==> src/rtl/issue_stall_ctrl.sv <==
// rtl/issue_stall_ctrl.sv - issue-stage stall controller with RS/ROB credit counters and flush window
module issue_stall_ctrl #(
   parameter  int NUM_CLS      = 3,
   parameter  int RS_DEPTH     = 4,
   parameter  int ROB_DEPTH    = 16,
   parameter  int FLUSH_CYCLES = 2,
   localparam int CLS_W        = (NUM_CLS > 1) ? $clog2(NUM_CLS) : 1,
   localparam int RS_CW        = $clog2(RS_DEPTH + 1),
   localparam int ROB_CW       = $clog2(ROB_DEPTH + 1)
) (
   input  logic                       clk,
   input  logic                       rst,
   input  logic                       issue_valid,
   input  logic [CLS_W-1:0]           issue_class,
   input  logic [NUM_CLS-1:0]         rs_release,
   input  logic                       rob_commit,
   input  logic                       flush,
   input  logic                       pc_locked,
   output logic                       issue_fire,
   output logic                       pc_stall,
   output logic                       icache_stall,
   output logic [NUM_CLS*RS_CW-1:0]   rs_free,
   output logic [ROB_CW-1:0]          rob_free,
   output logic                       in_flush,
   output logic                       credit_err
);

   localparam int FC_W = (FLUSH_CYCLES > 1) ? $clog2(FLUSH_CYCLES) : 1;
   localparam logic [RS_CW-1:0]  RS_FULL  = RS_CW'(RS_DEPTH);
   localparam logic [ROB_CW-1:0] ROB_FULL = ROB_CW'(ROB_DEPTH);
   localparam logic [FC_W-1:0]   FC_LOAD  = FC_W'(FLUSH_CYCLES - 1);

   typedef enum logic [1:0] {
      ST_INIT,
      ST_RUN,
      ST_FLUSH
   } state_t;

   state_t            state;
   logic [FC_W-1:0]   flush_cnt;
   logic [RS_CW-1:0]  rs_cnt [NUM_CLS];
   logic [ROB_CW-1:0] rob_cnt;
   logic              err_q;

   logic              cls_ok;
   logic              res_ok;
   logic [RS_CW-1:0]  sel_free;
   logic [NUM_CLS-1:0] rs_take;

   // Resource check for the presented instruction; an out-of-range class never matches
   always_comb begin
      cls_ok   = 1'b0;
      sel_free = '0;
      rs_take  = '0;
      for (int i = 0; i < NUM_CLS; i++) begin
         if (issue_class == CLS_W'(i)) begin
            cls_ok   = 1'b1;
            sel_free = rs_cnt[i];
         end
      end
      res_ok       = cls_ok && (sel_free != '0) && (rob_cnt != '0);
      pc_stall     = (state != ST_RUN) || flush || (issue_valid && !res_ok);
      icache_stall = pc_stall || pc_locked;
      issue_fire   = issue_valid && !pc_stall && !pc_locked;
      for (int i = 0; i < NUM_CLS; i++) begin
         rs_take[i] = issue_fire && (issue_class == CLS_W'(i));
      end
   end

   // Flatten the per-class counters and expose the remaining status
   always_comb begin
      rs_free = '0;
      for (int i = 0; i < NUM_CLS; i++) begin
         rs_free[i*RS_CW +: RS_CW] = rs_cnt[i];
      end
      rob_free   = rob_cnt;
      in_flush   = (state == ST_FLUSH);
      credit_err = err_q;
   end

   // Control FSM and credit counters; flush overrides everything and refills all credits
   always_ff @(posedge clk or negedge rst) begin
      if (!rst) begin
         state     <= ST_INIT;
         flush_cnt <= '0;
         rob_cnt   <= ROB_FULL;
         err_q     <= 1'b0;
         for (int i = 0; i < NUM_CLS; i++) begin
            rs_cnt[i] <= RS_FULL;
         end
      end else if (flush) begin
         state     <= ST_FLUSH;
         flush_cnt <= FC_LOAD;
         rob_cnt   <= ROB_FULL;
         for (int i = 0; i < NUM_CLS; i++) begin
            rs_cnt[i] <= RS_FULL;
         end
      end else begin
         case (state)
            ST_INIT: begin
               state <= ST_RUN;
            end
            ST_RUN: begin
               for (int i = 0; i < NUM_CLS; i++) begin
                  case ({rs_release[i], rs_take[i]})
                     2'b10: begin
                        if (rs_cnt[i] == RS_FULL) begin
                           err_q <= 1'b1;
                        end else begin
                           rs_cnt[i] <= rs_cnt[i] + 1'b1;
                        end
                     end
                     2'b01:   rs_cnt[i] <= rs_cnt[i] - 1'b1;
                     default: rs_cnt[i] <= rs_cnt[i];
                  endcase
               end
               case ({rob_commit, issue_fire})
                  2'b10: begin
                     if (rob_cnt == ROB_FULL) begin
                        err_q <= 1'b1;
                     end else begin
                        rob_cnt <= rob_cnt + 1'b1;
                     end
                  end
                  2'b01:   rob_cnt <= rob_cnt - 1'b1;
                  default: rob_cnt <= rob_cnt;
               endcase
            end
            ST_FLUSH: begin
               // Releases/commits are stale after a flush, so credits stay full
               rob_cnt <= ROB_FULL;
               for (int i = 0; i < NUM_CLS; i++) begin
                  rs_cnt[i] <= RS_FULL;
               end
               if (flush_cnt == '0) begin
                  state <= ST_RUN;
               end else begin
                  flush_cnt <= flush_cnt - 1'b1;
               end
            end
            default: begin
               state <= ST_INIT;
            end
         endcase
      end
   end

endmodule

==> config.mk <==
export PLATFORM = sky130hd
export DESIGN_NAME = issue_stall_ctrl
export DESIGN_NICKNAME = d
export VERILOG_FILES = /design/src/rtl/issue_stall_ctrl.sv
export SDC_FILE = /design/constraint.sdc
export NUM_CORES = 1
export LEC_CHECK = 0
export BUFFER_PORTS_ARGS = -buffer_cell sky130_fd_sc_hd__buf_2
export CAP_MARGIN = 20
export CORE_MARGIN = 2
export CORE_UTILIZATION = 58
export CTS_CLUSTER_SIZE = 25
export DETAILED_ROUTE_END_ITERATION = 16
export GPL_TIMING_DRIVEN = 0
export MAX_ROUTING_LAYER = met4
export PLACE_DENSITY = 0.87
export SETUP_SLACK_MARGIN = 0.4
export SLEW_MARGIN = 20
export SYNTH_ARGS = -nofsm -noshare
export SYNTH_HDL_FRONTEND = slang
export SYNTH_SLANG_ARGS = --single-unit
==> constraint.sdc <==
create_clock -name clk -period 6.3 [get_ports clk]
set_input_delay 0.63 -clock clk [delete_from_list [all_inputs] [get_ports clk]]
set_output_delay 0.63 -clock clk [all_outputs]
set_load 0.01 [all_outputs]
After elaboration in Yosys (flattened, before gate mapping)
Index checks and enable logic that the tools add are counted.

operators by class
  $add $sub $neg = 9
  equal/unequal tests = 27
  multiplexer cells = 32
  bitwise operators = 1
  reduce and logical (&&, ||, !) cells = 26

operators by type and width
  operator                                                                  count
  4-bit inequality test (second input constant)                             5
  5-bit case mux with 2 select lines                                        2
  3-bit 2-to-1 mux                                                          6
  3-bit case mux with 2 select lines                                        3
  9-bit case mux with 2 select lines                                        1
  1-bit 2-to-1 mux                                                          14
  2-bit by 1-bit == test with 1-bit output (second input constant)          6
  2-bit == test (second input constant)                                     6
  4-bit by 2-bit inequality test with 1-bit output (second input constant)  3
  3-bit AND reduction                                                       4
  5-bit 2-to-1 mux                                                          2
  3-bit by 1-bit adder with 3-bit output (second input constant)            3
  3-bit == test (second input constant)                                     3
  9-bit 2-to-1 mux                                                          1
  3-bit by 1-bit subtractor with 3-bit output (second input constant)       3
  1-bit logical AND                                                         8
  2-bit case mux with 3 select lines                                        1
  3-bit nonzero test                                                        2
  5-bit by 1-bit adder with 5-bit output (second input constant)            1
  5-bit == test (second input constant)                                     1
  5-bit nonzero test                                                        1
  5-bit by 1-bit subtractor with 5-bit output (second input constant)       1
  2-bit logical NOT                                                         2
  2-bit 2-to-1 mux                                                          2
  9 further kinds                                                           14

storage, ports and cells
  register bits after elaboration = 18
  input port bits = 11
  output and inout bits = 19
  word-level logic and storage cells = 102

Depth between registers and ports, before layout
  word-level depth = 22
  mapped depth = 12

Worst setup path after synthesis
No wires, ideal clock.

  path type = input-to-reg
  start point = input port flush
  end point = register rs_cnt (netlist bit rs_free[5])
  setup time = 0.064 ns
  data arrival time = 3.106 ns
  slack = 3.130 ns
  stages on the path = 10
  buffers on the path = 1
  cell sequence = buf_6 -> or3b_4 -> a211o_4 -> or3_4 -> nor3b_1 -> inv_1 -> ha_1 -> a311o_1 -> or3_1 -> nand3_1

between the ends
  word-level cells in the longest chain between the ends = 10
  elaborated cells between the ends (all ways) = 15

RTL lines
  what                                                                              RTL line  source
  from (decl)                                                                       17        input logic flush,
  1-bit logical OR (2 in series)                                                    62        pc_stall = (state != ST_RUN) || flush || (issue_valid && !res_ok);
  1-bit logical NOT                                                                 64        issue_fire = issue_valid && !pc_stall && !pc_locked;
  1-bit logical AND (2 in series)                                                   64
  1-bit logical AND                                                                 66        rs_take[i] = issue_fire && (issue_class == CLS_W'(i));
  2-bit by 1-bit == test with 1-bit output / 2-bit == test (equally long branches)  105       case ({rs_release[i], rs_take[i]})
  3-bit case mux with 2 select lines                                                105
  9-bit case mux with 2 select lines                                                99        case (state)
  9-bit 2-to-1 mux                                                                  91        end else if (flush) begin
  to (signal, indexed assignment)                                                   110       rs_cnt[i] <= rs_cnt[i] + 1'b1;
  to (signal, indexed assignment)                                                   113       2'b01: rs_cnt[i] <= rs_cnt[i] - 1'b1;
  to (signal, indexed assignment)                                                   114       default: rs_cnt[i] <= rs_cnt[i];
  to (decl)                                                                         41        logic [RS_CW-1:0] rs_cnt [NUM_CLS];

Several ways; a longest one is shown, not always the timed one.
A chain may end at the register's enable or synchronous reset.

Final worst setup path
  start point = input port flush
  end point = register rob_cnt[4] (netlist: rob_free[4])

between the ends
  word-level cells in the longest chain between the ends = 9
  elaborated cells between the ends (all ways) = 14

RTL lines
  what                                                                              RTL line  source
  1-bit logical OR (2 in series)                                                    62
  1-bit logical NOT                                                                 64
  1-bit logical AND (2 in series)                                                   64
  2-bit by 1-bit == test with 1-bit output / 2-bit == test (equally long branches)  117       case ({rob_commit, issue_fire})
  5-bit case mux with 2 select lines                                                117
  5-bit case mux with 2 select lines                                                99
  5-bit 2-to-1 mux                                                                  91
  to (signal assigned)                                                              122       rob_cnt <= rob_cnt + 1'b1;
  to (signal assigned)                                                              125       2'b01: rob_cnt <= rob_cnt - 1'b1;
  to (signal assigned)                                                              126       default: rob_cnt <= rob_cnt;
  to (decl)                                                                         42        logic [ROB_CW-1:0] rob_cnt;

Several ways; a longest one is shown, not always the timed one.

==> qor.yml <==
sta:
  final_max_slew_viol_count: 0
  max_slew_margin_pct: 40.82
  setup_viol: 0
  worstMarginPinSlew_ns: 0.8796
  finalHoldViolCount: 0
  fin_skew_ns: 0.01095
  rsz0062_at_grt: "false"
  fin_tns_setup_ns: 0
  max_freq_mhz: 314.4
  period_needed_ns: 3.181
  post-route-period-util_pct: 50.49
global_routing:
  grt_pass1_vias: 1281
  gr-total-overflow: 0
  grt-busiest-layer: "met2"
  grtUsageMet3_pct: 6.215
  grtUsageTotal_pct: 30.20
  grtUsageMet2_pct: 49.17
  antenna_found_initial: 0
  grt_pass1_wl_um: 6085
  grtUsageMet1_pct: 39.04
  grt_max_degree: 19
drt:
  drt_pass1_iterations: 4
  drtIter0Drc: 55
  drt.antenna.violating_nets: 0
  wire_per_inst_um: 16.63
  drc_errors: 0
  drt-total-wl_um: 3426
  viasPerCell: 6.393
  vias: 1317
worst_setup_path:
  worstSetupStartpointType: "primary input"
  max_stage_delay_ns: 0.42
  end_kind: "flop"
  critPathKind: "in -> reg"
  path_cells: "buf_6 -> or3b_4 -> a211o_4 -> nor4_4 -> ha_1 -> a21o_1 -> a21oi_1 -> nor3_1 -> a221o_1 -> a31oi_1"
  worst-path-max-fanout: 9
  required_ns: 6.54
  cp.arrival_ns: 3.42
  crit_family: "compound AO/OA/AOI/OAI gates"
  cp_slowest_cell: "or3b_4"
  crit_buf_inv: 1
clocking:
  ctsLongestPathBuffers: 2
  hold_buffers: 0
  post_cts_buffers: 0
  cts.sinks: 18
  root_buffer: "clkbuf_4"
  tritoncts: "done"
  cts_resized: 0
  cts.clk_slew.worst_paths_ns: 0.11
  htreeDepth: 1
  insertion_delay_ns: 0.31
  cts-buffers-inserted: 3
finish:
  nNetsFinal: 201
  final_common_cell: "buf_2"
  drive_gt1_share_pct: 25.28
  seq_area_um2: 455.4
  area_delta_synth_final_pct: 15.24
  final_cell_mix: "buf_2 (28), dfrtp_1 (14), nor2_1 (11)"
  multiInputGateArea_um2: 879.6
  fin_area_mm2: 0.001599
  antenna_cells: 0
  fillers: 166
synthesis:
  synth_warnings: 0
  synth-compound-area-share_pct: 23.81
  syn_inst: 146
  syn_area_per_cell_um2: 9.504
  muxShareOfSynthArea_pct: 1.533
  syn_nets: 168
  synth_top_family_by_area: "compound AO/OA/AOI/OAI gates"
  synth_simple_gate_area_share_pct: 23.44
  synthAdderAreaFrac_pct: 12.08
  synth_xor_area_share_pct: 2.525
  synth_flop_cell: "dfrtp_1"
  synth.distinct_cells: 48
  synth_edf_count: 0
  syn-cell-area_mm2: 0.001388
  synth-seq-cells: 18
  yosysSeqAreaShare_pct: 32.82
  ys_async_sr_fraction_pct: 100.0
floorplan:
  coreArea_mm2: 0.002233
  die_h_um: 52.91
  die_x_um: 52.91
  ios: 30
  die_area_mm2: 0.002799
  start_util_pct: 62.13
  rows: 17
run_status:
  status: "finished, final reports clean"
power:
  powerDensity_mw_per_mm2: 160.1
  leakage_nw: 0.7678
  total_power_uw: 256.1
  vdd_drop_max_v: 0.0001719
placed_design:
  place_area_mm2: 0.001563
  portBuffers: 28
  dp_hpwl_um: 2580
  gp_congestion: 0.8973
hold_path:
  hold_path.class: "in -> async"
job:
  maxCapViolCount: 0
[power by group]
group	leakage (nW)	switching, mW	internal (mW)	total (mW)
Sequential	0.225	0.00492	0.122	0.127
Clock	0.0210	0.0386	0.0353	0.0739
Combinational	0.521	0.0355	0.0197	0.0552
[path summary, 6_finish.rpt]
path | to | from | cells after the start | slack [ns]
worst min-delay path | rs_free[7] | rst | 1 | 0.23
max in group asynchronous | rs_free[5] | rst | 1 | 5.74
min in group clk | credit_err | credit_err | 1 | 0.48
worst min register to register | credit_err | credit_err | 1 | 0.48
worst max register to register | rob_free[4] | rs_free[5] | 9 | 3.13
worst max-delay path | rob_free[4] | flush | 10 | 3.12
[through the flow]
step,hold WS [ns],util [%],std cells,worst slack [ns]
floorplan,0.3344,-,146,3.130
global placement,0.4516,69.97,202,2.925
detailed placement,0.4596,69.97,202,2.847
CTS,0.2580,71.60,206,3.129
global route,0.2592,71.60,206,2.866
finish,0.2264,71.60,206,3.119
[cell families (layout without fill, tap and decap cells)]
| family | after synthesis | after routing |
|---|---|---|
| AO/OA/AOI/OAI | 45 | 45 |
| multiplexers | 2 | 2 |
| buffers and inverters | 12 | 44 |
| flip-flops | 18 | 18 |
| XOR/XNOR | 4 | 4 |
| adder cells (fa/ha/maj) | 11 | 11 |
| AND/OR/NAND/NOR | 54 | 54 |
[final cells by class]
type	instances	share of cell area, %
plain buffers	3	1.174
inverters	9	2.113
flip-flops and latches	18	28.48
repair buffers	28	8.764
multi-input cells	116	55.01
clock buffers	4	2.269
well taps	28	2.191
[Yosys cell counts (all sizes together) (3+ instances only)]
| master | number | area [µm²] |
|---|---|---|
| o311a | 3 | 30.03 |
| nor2b | 3 | 18.77 |
| o21ai | 11 | 58.81 |
| nand2 | 7 | 26.28 |
| nand2b | 3 | 18.77 |
| fa | 4 | 80.08 |
| dfstp | 4 | 105.1 |
| nor3 | 6 | 30.03 |
| nor2 | 11 | 41.29 |
| a21oi | 7 | 35.03 |
| or2 | 3 | 18.77 |
| a31oi | 3 | 18.77 |
| inv | 9 | 33.78 |
| nor4 | 6 | 52.55 |
| nand3b | 3 | 22.52 |
| ha | 7 | 87.58 |
| a32o | 3 | 30.03 |
| nor3b | 3 | 22.52 |
| dfrtp | 14 | 350.3 |
| a21o | 5 | 37.54 |
[registers in the layout, indices dropped and copies added (netlist names)]
register / count
credit_err: 1
flush_cnt: 1
rob_free: 5
rs_free: 9
state: 2
[metal layers]
layer | share of wire (%) | vias to the layer above
li1 | - | 622
met1 | 42 | 638
met2 | 50 | 53
met3 | 6.2 | 4
met4 | 1.1 | 0
met5 | 0 | -
Power figures use the tool's default switching activity.
